### config.mk
export PLATFORM = sky130hd
export DESIGN_NAME = ram_port_master
export DESIGN_NICKNAME = d
export VERILOG_FILES = /design/src/rtl/ram_port_master.sv
export SDC_FILE = /design/constraint.sdc
export NUM_CORES = 1
export LEC_CHECK = 0
export BUFFER_PORTS_ARGS = -buffer_cell sky130_fd_sc_hd__buf_4
export CELL_PAD_IN_SITES_DETAIL_PLACEMENT = 1
export CELL_PAD_IN_SITES_GLOBAL_PLACEMENT = 1
export CORE_MARGIN = 2
export CORE_UTILIZATION = 35
export DETAILED_ROUTE_END_ITERATION = 7
export GPL_TIMING_DRIVEN = 1
export PLACE_DENSITY_LB_ADDON = 0.1
export SLEW_MARGIN = 20
export SYNTH_ARGS = -nofsm -noshare
export SYNTH_HDL_FRONTEND = slang
export SYNTH_SLANG_ARGS = --single-unit
### constraint.sdc
create_clock -name CLK -period 4.85 [get_ports CLK]
set_input_delay 0.97 -clock CLK [delete_from_list [all_inputs] [get_ports CLK]]
set_output_delay 0.97 -clock CLK [all_outputs]
set_load 0.01 [all_outputs]
### src/rtl/ram_port_master.sv
// Request/response front end for a 1-cycle-latency SRAM. Reads return data at t+2 at the earliest, through a 2-entry FIFO.
// Credits (FIFO count plus read in flight) hold off req_rdy. A pop in the same cycle frees a credit for that cycle's request.

module ram_port_fifo #(
  parameter int W  = 64,
  parameter int PW = 1
) (
  input  logic          clk,
  input  logic          rst,
  input  logic          push,
  input  logic [W-1:0]  push_dat,
  input  logic          pop,
  output logic          vld,
  output logic [W-1:0]  dat,
  output logic [PW:0]   cnt
);
  localparam int DEPTH = 1 << PW;
  localparam logic [PW:0] FULL = (PW+1)'(DEPTH);

  logic [W-1:0]  mem [DEPTH];
  logic [PW-1:0] wr_ptr;
  logic [PW-1:0] rd_ptr;

  assign vld = (cnt != '0);
  assign dat = mem[rd_ptr];

  always_ff @(posedge clk or posedge rst) begin
    if (rst) begin
      wr_ptr <= '0;
      rd_ptr <= '0;
      cnt    <= '0;
    end else begin
      if (push) wr_ptr <= wr_ptr + 1'b1;
      if (pop)  rd_ptr <= rd_ptr + 1'b1;
      case ({push, pop})
        2'b10:   cnt <= cnt + 1'b1;
        2'b01:   cnt <= cnt - 1'b1;
        default: cnt <= cnt;
      endcase
    end
  end

  // Storage needs no reset; count and pointers decide what is visible.
  always_ff @(posedge clk) begin
    if (push) mem[wr_ptr] <= push_dat;
  end

  overflow_chk: assert property (@(posedge clk) disable iff (rst) push |-> (cnt != FULL));

endmodule

module ram_port_master #(
  parameter  int P_DW = 6,
  parameter  int AW   = 6,
  localparam int DW   = 1 << P_DW,
  localparam int BW   = DW / 8
) (
  input  logic          CLK,
  input  logic          RST,
  input  logic          req_vld,
  output logic          req_rdy,
  input  logic [BW-1:0] req_we,
  input  logic [AW-1:0] req_addr,
  input  logic [DW-1:0] req_wdat,
  output logic          rsp_vld,
  input  logic          rsp_rdy,
  output logic [DW-1:0] rsp_rdat,
  output logic [AW-1:0] ram_addr,
  output logic          ram_re,
  output logic [BW-1:0] ram_we,
  output logic [DW-1:0] ram_din,
  input  logic [DW-1:0] ram_dout
);
  logic       inflight;
  logic [1:0] count;
  logic [1:0] occupancy;
  logic       pop;
  logic       accept;

  assign pop       = rsp_vld & rsp_rdy;
  assign occupancy = count + {1'b0, inflight};
  // rsp_rdy feeds req_rdy combinationally so a full FIFO still streams.
  assign req_rdy   = (occupancy < 2'd2) | pop;
  assign accept    = req_vld & req_rdy;

  assign ram_addr  = req_addr;
  assign ram_din   = req_wdat;
  assign ram_re    = accept & (req_we == '0);
  assign ram_we    = accept ? req_we : '0;

  // ram_dout is only trusted in the cycle right after RE; post-write output is undefined.
  always_ff @(posedge CLK or posedge RST) begin
    if (RST) inflight <= 1'b0;
    else     inflight <= ram_re;
  end

  ram_port_fifo #(.W(DW), .PW(1)) u_rsp_fifo (
    .clk      (CLK),
    .rst      (RST),
    .push     (inflight),
    .push_dat (ram_dout),
    .pop      (pop),
    .vld      (rsp_vld),
    .dat      (rsp_rdat),
    .cnt      (count)
  );

endmodule

==> flow_summary_export.csv, run 1 <==
group,metric,value,unit
status,status,"complete, no violations",
setup_path,path_common_cell,"buf_4",
die,core,0.0153,sq mm
logic_synthesis,ys_types,20,
timing,maxSlewHeadroom,37.0,%
setup_path,critical_path.max_fanout,55,
cts,cts_tree,"yes",
die,start_util,36.0,%
logic_synthesis,postSynthCellCount,304,
cts,cts_made_buffers,17,
timing,tightest_slew,0.942,ns
timing,final.period_utilization,65.9,%
power_and_ir_drop,seq_power_share,39.3,%
finish,fin_util,45.2,%
detailed_routing,routedWlPerCell,18.2,um
finish,num_antenna_cells,0,
timing,finalHoldViolCount,0,
finish,finalNonFillerCells,621,
placement,post-place-ws,1.89,ns
setup_path,slowest_stage,"buf_4",
logic_synthesis,yosys.area.top_type,"edfxtp_1",
finish,syn_to_final_growth,25.8,%
cts,clk_latency,0.41,ns
placement,numPortBuffers,150,
die,die-height,129,um
grt,grt_pass1_vias,3034,
setup_path,criticalPathCategory,"flip-flop to primary output",
timing,max_freq,0.313,GHz
detailed_routing,drt_iter0_drc,119,
cts,cts-hold-fix-buffers,0,
logic_synthesis,synth_area,0.00549,sq mm
power_and_ir_drop,p_leak,2.58,nW
timing,fin_ws,1.65,ns
power_and_ir_drop,totalPowerFinal,0.00332,W
cts,clock-root-buffer,"clkbuf_16",
detailed_routing,num_vias,2760,
logic_synthesis,synth_mux_area_share,13.1,%
grt,antenna_found_initial,0,
grt,grt_pass1_wl,16900,um
logic_synthesis,yosys_warnings,0,
logic_synthesis,synth_xor_area_share,0.798,%
grt,grt_max_degree,65,
placement,hpwl,7550,um
setup_path,slowest_delay,0.65,ns
setup_path,critical_path_arrival,2.23,ns
power_and_ir_drop,p_int,0.00251,W
power_and_ir_drop,p_comb_share,23.2,%
cts,clkTransAtPathRegs,0.06,ns
logic_synthesis,yosysSeqAreaShare,72.3,%
setup_path,path_cells,"buf_4, mux2_2, buf_4",
detailed_routing,wirelength,11300,um
logic_synthesis,syn-num-nets,451,
setup_path,rr_worst_depth,3,
power_and_ir_drop,pwr_density_cell,482,mW/mm^2
worst_hold_path,hp-class,"primary input to async pin",
die,die_w,129,um
run,cap_violations,0,
logic_synthesis,synth_compound_area_share,0.456,%
setup_path,start_kind,"flip-flop",
finish,mostFrequentLayoutCells,"152 x buf_4, 128 x edfxtp_1, 64 x mux2_2",
timing,final.setup_skew,0.00847,ns
detailed_routing,firstDrtPassIters,4,
finish,drive_gt1_share,62.7,%
finish,layout_commonest_cell,"buf_4",
cts,cts.htree.levels,4,
detailed_routing,ant_nets,0,
placement,place_inst,590,
power_and_ir_drop,p_clk_share,37.5,%
detailed_routing,post-route-drc-count,0,
timing,fin_crit,3.20,ns
power_and_ir_drop,power.switching,0.000815,W
detailed_routing,vias_per_cell,4.44,
setup_path,crit_required,3.88,ns
timing,rsz0062_at_grt,"false",
grt,grt_overflow,0,
die,dieArea,0.0167,sq mm
logic_synthesis,syn_avg_cell_area,18.0,sq um
logic_synthesis,yosys.area_share.simple,2.39,%
logic_synthesis,yosys.area_share.adder,0.228,%
timing,finalSetupTns,0,ns
logic_synthesis,yosys_register_bits,133,
logic_synthesis,synth_top_area_share,70.1,%
logic_synthesis,synth_area_leaders,"edfxtp_1 70%, mux2_2 13%, buf_4 10%",
die,ios,291,
setup_path,worstSetupEndpointType,"primary output",
cts,cts_setup_buffers,0,
cts,cts_resized,0,
power_and_ir_drop,ir_drop,0.241,mV
finish,fillCellCount,1479,
power_and_ir_drop,power.share.switching,24.5,%
timing,setup_viol,0,
cts,cts_sinks,133,
timing,slew_violations,0,
die,rows,45,
grt,grt_usage,14.0,%
logic_synthesis,synth_top_family_by_area,"multiplexers",
placement,gp_congestion,0.669,
cts,clock_path_buffers,2,
finish,fin_nets,545,
per-stage QoR:
stage	hold WS [ns]	cell area (sq um)
after floorplan	0.456	5490
after global placement	0.503	6330
after detailed placement	0.498	6330
after CTS	0.463	6900
after global routing	0.471	6900
final	0.466	6900
cell families (layout without fill, tap and decap cells):
logic type	count (synthesis)	count (layout)
flip-flops	133	133
XOR/XNOR	5	5
AO/OA/AOI/OAI	2	2
buffers and inverters	80	186
AND/OR/NAND/NOR	19	19
adder cells (fa/ha/maj)	1	1
multiplexers	64	64
worst paths after layout:
kind / start / endpoint / slack, ns
setup / recovery: u_rsp_fifo.rd_ptr / rsp_rdat[41] / 1.65
hold reg to reg: u_rsp_fifo.cnt[1] / u_rsp_fifo.cnt[1] / 0.52
min in group CLK: u_rsp_fifo.cnt[1] / u_rsp_fifo.cnt[1] / 0.52
hold / removal: RST / inflight / 0.47
setup reg to reg: inflight / u_rsp_fifo.mem[0][43] / 2.60
max in group asynchronous: RST / u_rsp_fifo.rd_ptr / 4.18
per-layer routing:
layer / GRT usage, % / routed length [um] / part of all wire [%]
met1: 15.4 / 4100 / 36
met2: 22.7 / 5930 / 53
met3: 5.62 / 850 / 7.5
met4: 8.50 / 415 / 3.7
met5: 0 / 0 / 0
Yosys cell counts:
library cell / count
edfxtp_1: 128
buf_4: 75
mux2_2: 64
and2_2: 8
dfrtp_1: 5
inv_1: 3
xor2_1: 3
and2_1: 2
buf_2: 2
nor2_1: 2
nor4_1: 2
xnor2_1: 2
a211oi_4: 1
a21oi_1: 1
and3_1: 1
and4bb_4: 1
ha_1: 1
nand2_1: 1
nor2b_1: 1
or2_2: 1
state kept, by name, indices dropped and copies added, names as in the netlist:
signal,count
u_rsp_fifo.cnt,2
u_rsp_fifo.mem,128
inflight,1
u_rsp_fifo.rd_ptr,1
u_rsp_fifo.wr_ptr,1
final cells by class:
| class | count | area [sq um] | share of cell area, % |
|---|---|---|---|
| clock buffers | 19 | 433 | 6.27 |
| clock inverters | 12 | 138 | 1.99 |
| inverters | 3 | 11.3 | 0.163 |
| multi-input cells | 91 | 943 | 13.7 |
| flip-flops and latches | 133 | 3970 | 57.5 |
| well taps | 211 | 264 | 3.83 |
| repair buffers | 152 | 1140 | 16.5 |
critical path: cells and delay by family (launching register included):
| kind | cells | cell delay [ns] |
|---|---|---|
| buf+inv | 2 | 0.80 |
| flops | 1 | 0.53 |
| mux | 1 | 0.42 |
power groups by stage:
| stage | logic [W] | clock network [W] | registers (W) |
|---|---|---|---|
| CTS | 0.000799 | 0.00128 | 0.00131 |
| global route | 0.000830 | 0.00133 | 0.00131 |
| global placement | 0.000793 | 0 | 0.00133 |
| finish | 0.000770 | 0.00125 | 0.00131 |
| detailed placement | 0.000795 | 0 | 0.00133 |
| floorplan | 0.000521 | 0 | 0.00131 |
(Power assumes the default switching activity.)
==> run 2, diff against run 1 <==
CORE_UTILIZATION = 32   (was 35)
clock period = 2.7 ns   (was 4.85 ns; I/O delays follow)
==> run 2 against run 1 <==
Effect of this change: combinational power up 81%; sequential share of layout area down 0.26 points; die area up 9.1%; non-clock buffer count up 2; sequential cell count unchanged; cell count up 1.8%; first-iteration DRC count down 5.9%; worst hold slack worse by 0.43 ns; highest routed layer unchanged.
==> flow_summary_export.csv, run 2 (synthesized netlist as in run 1, its figures left out) <==
group,metric,value,unit
timing,rsz0062_at_grt,"false",
setup_path,rr_worst_depth,3,
timing,tightest_slew,0.475,ns
finish,syn_to_final_growth,26.4,%
timing,finalSetupTns,0,ns
setup_path,slowest_stage,"dfrtp_4",
setup_path,rrSetupSlack,1.03,ns
setup_path,path_cells,"buf_12, mux2_2, buf_4",
power_and_ir_drop,p_comb_share,23.8,%
finish,fin_nets,547,
setup_path,worstSetupEndpointType,"primary output",
timing,max_freq,0.421,GHz
power_and_ir_drop,power.switching,0.00150,W
finish,drive_gt1_share,63.6,%
timing,setup_viol,0,
power_and_ir_drop,p_clk_share,35.7,%
setup_path,criticalPathCategory,"flip-flop to primary output",
cts,clk_latency,0.41,ns
placement,numPortBuffers,150,
setup_path,r2r_end,"u_rsp_fifo.mem[0][2]",
grt,grt_overflow,0,
detailed_routing,post-route-drc-count,0,
status,status,"complete, no violations",
cts,clkTransAtPathRegs,0.06,ns
detailed_routing,vias_per_cell,4.38,
grt,antenna_found_initial,0,
detailed_routing,routedWlPerCell,18.0,um
detailed_routing,firstDrtPassIters,5,
placement,post-place-ws,0.596,ns
finish,mostFrequentLayoutCells,"151 x buf_4, 128 x edfxtp_1, 64 x mux2_2",
setup_path,crit_family,"flip-flops",
setup_path,path_buf_inv,2,
cts,cts.htree.levels,4,
cts,cts_setup_buffers,0,
grt,grt_usage,13.2,%
die,die_w,135,um
finish,largest_reg_flops,128,
die,die-height,135,um
setup_path,critical_path_arrival,1.84,ns
finish,num_antenna_cells,0,
cts,cts-hold-fix-buffers,0,
placement,hpwl,7560,um
finish,top_register,"u_rsp_fifo.mem",
grt,grt_pass1_vias,3223,
detailed_routing,ant_nets,0,
timing,fin_ws,0.323,ns
setup_path,start_kind,"flip-flop",
timing,fin_crit,2.38,ns
detailed_routing,num_vias,2770,
power_and_ir_drop,pwr_density_cell,844,mW/mm^2
die,dieArea,0.0182,sq mm
finish,top_regs,"u_rsp_fifo.mem (128), u_rsp_fifo.cnt (2)",
finish,layout_commonest_cell,"buf_4",
timing,finalHoldViolCount,0,
cts,cts_tree,"yes",
worst_hold_path,hp-class,"primary input to async pin",
die,rows,47,
timing,final.setup_skew,0.00608,ns
power_and_ir_drop,power.share.switching,25.6,%
timing,final.period_utilization,88.0,%
cts,cts_made_buffers,17,
grt,grt_max_degree,53,
die,core,0.0167,sq mm
timing,whs,0.0317,ns
power_and_ir_drop,seq_power_share,40.5,%
setup_path,slowest_delay,0.58,ns
timing,slew_violations,0,
setup_path,critical_path.max_fanout,39,
grt,grt_pass1_wl,17600,um
finish,finalNonFillerCells,632,
die,ios,291,
setup_path,crit_required,2.16,ns
run,cap_violations,0,
cts,clock_path_buffers,2,
power_and_ir_drop,p_leak,2.58,nW
die,start_util,32.9,%
power_and_ir_drop,p_int,0.00436,W
detailed_routing,drt_iter0_drc,112,
cts,cts_sinks,133,
finish,fin_util,41.5,%
cts,cts_resized,0,
timing,maxSlewHeadroom,68.3,%
setup_path,r2r-start,"inflight",
placement,gp_congestion,0.672,
placement,place_inst,601,
cts,clock-root-buffer,"clkbuf_16",
power_and_ir_drop,ir_drop,0.398,mV
finish,fillCellCount,1686,
detailed_routing,wirelength,11400,um
## run 2: power by group through the flow
stage                     clock network (W)  logic, W  registers [W]
after floorplan                           0  0.000936        0.00235
after global placement                    0   0.00142        0.00242
after detailed placement                  0   0.00144        0.00242
after CTS                           0.00216   0.00144        0.00237
after global routing                0.00225   0.00151        0.00238
final                               0.00209   0.00139        0.00237
## run 2: through the flow
| stage | cell area [sq um] | total power, W |
|---|---|---|
| 2_1_floorplan | 5490 | 0.00329 |
| 3_3_place_gp | 6400 | 0.00384 |
| 3_5_place_dp | 6400 | 0.00385 |
| 4_1_cts | 6940 | 0.00597 |
| 5_1_grt | 6940 | 0.00614 |
| 6_report | 6940 | 0.00586 |
## run 2: worst max-delay path by stage
stage                            startpoint                   end  slack [ns]  depth (start not counted)
final                     u_rsp_fifo.rd_ptr          rsp_rdat[56]        0.32                          3
after global routing      u_rsp_fifo.rd_ptr          rsp_rdat[32]        0.23                          3
after CTS                 u_rsp_fifo.rd_ptr          rsp_rdat[56]        0.28                          3
after detailed placement            rsp_rdy                ram_re        0.60                          5
after global placement              rsp_rdy                ram_re        0.64                          5
after floorplan                    inflight  u_rsp_fifo.mem[0][0]        0.16                          2
## run 2: cell type report
cell class	instances	area, sq um	share of cell area, %
tap	220	275	3.97
clock inverter	14	115	1.66
sequential	133	3970	57.3
inverter	3	11.3	0.162
clock buffer	17	425	6.13
multi-input combinational	91	943	13.6
timing repair buffer	154	1190	17.2
## run 2: per-layer routing
metal / vias to the layer above / routed length (um) / part of all wire [%] / GRT usage [%]
li1: 1245 / - / - / -
met1: 1359 / 4090 / 36 / 13.6
met2: 116 / 5740 / 51 / 21.2
met3: 50 / 998 / 8.8 / 6.16
met4: 0 / 535 / 4.7 / 9.26
met5: - / 0 / 0 / 0
==> run 3, diff against run 2 <==
BUFFER_PORTS_ARGS = -buffer_cell sky130_fd_sc_hd__clkbuf_2   (was -buffer_cell sky130_fd_sc_hd__buf_4)
==> run 3 against run 2 <==
Effect of this change: core utilization shrank 1.9 points; total power grew 0.17%; critical path depth is the same; wire length shrank 1.8%; sequential share of layout area grew 2.7 points; worst hold slack gained 0.28 ns; critical endpoint is now rsp_rdat[20].
==> flow_summary_export.csv, run 3 (synthesized netlist as in run 1, its figures left out) <==
group,metric,value,unit
grt,grt_overflow,0,
placement,gp_congestion,0.661,
worst_hold_path,hp-class,"primary input to flip-flop",
finish,fillCellCount,1717,
detailed_routing,post-route-drc-count,0,
timing,max_freq,0.403,GHz
power_and_ir_drop,totalPowerFinal,0.00587,W
timing,tightest_slew,0.548,ns
placement,post-place-ws,0.560,ns
cts,cts.htree.levels,4,
finish,syn_to_final_growth,20.7,%
cts,clk_latency,0.42,ns
timing,final.setup_skew,0.00516,ns
timing,maxSlewHeadroom,63.5,%
grt,grt_pass1_vias,3123,
worst_hold_path,hp-start,"ram_dout[51]",
finish,top_regs,"u_rsp_fifo.mem (128), u_rsp_fifo.cnt (2)",
setup_path,crit_required,2.16,ns
die,die_w,135,um
power_and_ir_drop,ir_drop,0.486,mV
detailed_routing,num_vias,2775,
finish,fin_util,39.7,%
setup_path,critical_path.max_fanout,32,
timing,setup_viol,0,
run,cap_violations,0,
setup_path,rrSetupSlack,1.05,ns
finish,finalNonFillerCells,636,
die,rows,47,
finish,largest_reg_flops,128,
timing,final.period_utilization,92.0,%
setup_path,r2r_end,"u_rsp_fifo.cnt[1]",
grt,grt_pass1_wl,17300,um
timing,finalHoldViolCount,0,
setup_path,start_kind,"flip-flop",
setup_path,rr_worst_depth,5,
cts,clkTransAtPathRegs,0.06,ns
timing,fin_crit,2.48,ns
die,ios,291,
placement,numPortBuffers,150,
cts,cts_sinks,133,
cts,cts_tree,"yes",
finish,mostFrequentLayoutCells,"150 x clkbuf_2, 128 x edfxtp_1, 64 x mux2_2",
status,status,"complete, no violations",
power_and_ir_drop,pwr_density_cell,886,mW/mm^2
setup_path,path_buf_inv,2,
worst_hold_path,hold_depth,1,
timing,slew_violations,0,
setup_path,slowest_stage,"dfrtp_4",
cts,clock_path_buffers,2,
power_and_ir_drop,p_leak,2.51,nW
setup_path,critical_path_arrival,1.94,ns
finish,top_register,"u_rsp_fifo.mem",
grt,grt_max_degree,39,
die,dieArea,0.0182,sq mm
die,start_util,32.9,%
setup_path,criticalPathCategory,"flip-flop to primary output",
grt,grt_usage,13.0,%
detailed_routing,routedWlPerCell,17.5,um
setup_path,worstSetupEndpointType,"primary output",
timing,rsz0062_at_grt,"false",
timing,finalSetupTns,0,ns
setup_path,crit_family,"flip-flops",
placement,place_inst,603,
cts,cts_resized,0,
finish,fin_nets,550,
detailed_routing,ant_nets,0,
die,die-height,135,um
setup_path,slowest_delay,0.75,ns
cts,clock-root-buffer,"clkbuf_16",
detailed_routing,vias_per_cell,4.36,
detailed_routing,wirelength,11200,um
timing,fin_ws,0.216,ns
grt,antenna_found_initial,0,
placement,hpwl,7650,um
detailed_routing,drt_iter0_drc,105,
setup_path,path_cells,"buf_4, mux2_2, clkbuf_2",
worst_hold_path,hold_end,"u_rsp_fifo.mem[1][51]",
finish,drive_gt1_share,63.0,%
detailed_routing,firstDrtPassIters,4,
die,core,0.0167,sq mm
finish,num_antenna_cells,0,
finish,layout_commonest_cell,"clkbuf_2",
setup_path,r2r-start,"u_rsp_fifo.cnt[0]",
cts,cts_made_buffers,17,
==> run 3: changes by cell type in the layout (fill, tap and decap cells not counted), sizes merged <==
cell	change
clkbuf	+151
buf	-148
bufinv	+2
clkinv	-2
clkinvlp	-1
dlygate4sd3	+1
inv	+1
==> run 3: through the flow <==
stage | cell area, sq um | hold WS, ns
floorplan | 5490 | 0.319
global placement | 6020 | 0.442
detailed placement | 6020 | 0.447
CTS | 6620 | 0.284
global route | 6620 | 0.288
finish | 6620 | 0.310
==> run 3: cell type report <==
type	count	area, sq um	area share (%)
timing repair buffer	157	831	12.5
clock buffer	18	429	6.48
sequential	133	3970	60.0
multi-input combinational	91	943	14.2
clock inverter	14	160	2.42
inverter	3	11.3	0.170
tap	220	275	4.16
==> run 3: what timing repair did <==
action                                 in CTS  in global routing
hold buffers                                1                  0
endpoints found under the hold margin       5                  0
buffers inserted                            0                  0
==> run 3: layer usage <==
metal	wire, um	global-route usage, %	part of all wire [%]	vias up
met4	515	9.95	4.6	0
met3	836	4.88	7.5	52
li1	-	-	-	1253
met1	4110	13.7	37	1359
met2	5700	21.0	51	111
met5	0	0	0	-
==> run 3: power breakdown <==
part	switching, W	internal [W]	total, W
logic	0.000515	0.000646	0.00116
registers	0.000131	0.00229	0.00242
clock network	0.000841	0.00144	0.00228
==> run 3: worst max-delay path by stage <==
stage / slack (ns) / to / startpoint / cells past startpoint
after global placement: 0.62 / ram_re / rsp_rdy / 5
after CTS: 0.13 / rsp_rdat[20] / u_rsp_fifo.rd_ptr / 3
final: 0.22 / rsp_rdat[20] / u_rsp_fifo.rd_ptr / 3
after detailed placement: 0.56 / ram_re / rsp_rdy / 5
after floorplan: 0.16 / u_rsp_fifo.mem[0][0] / inflight / 2
after global routing: 0.08 / rsp_rdat[20] / u_rsp_fifo.rd_ptr / 3
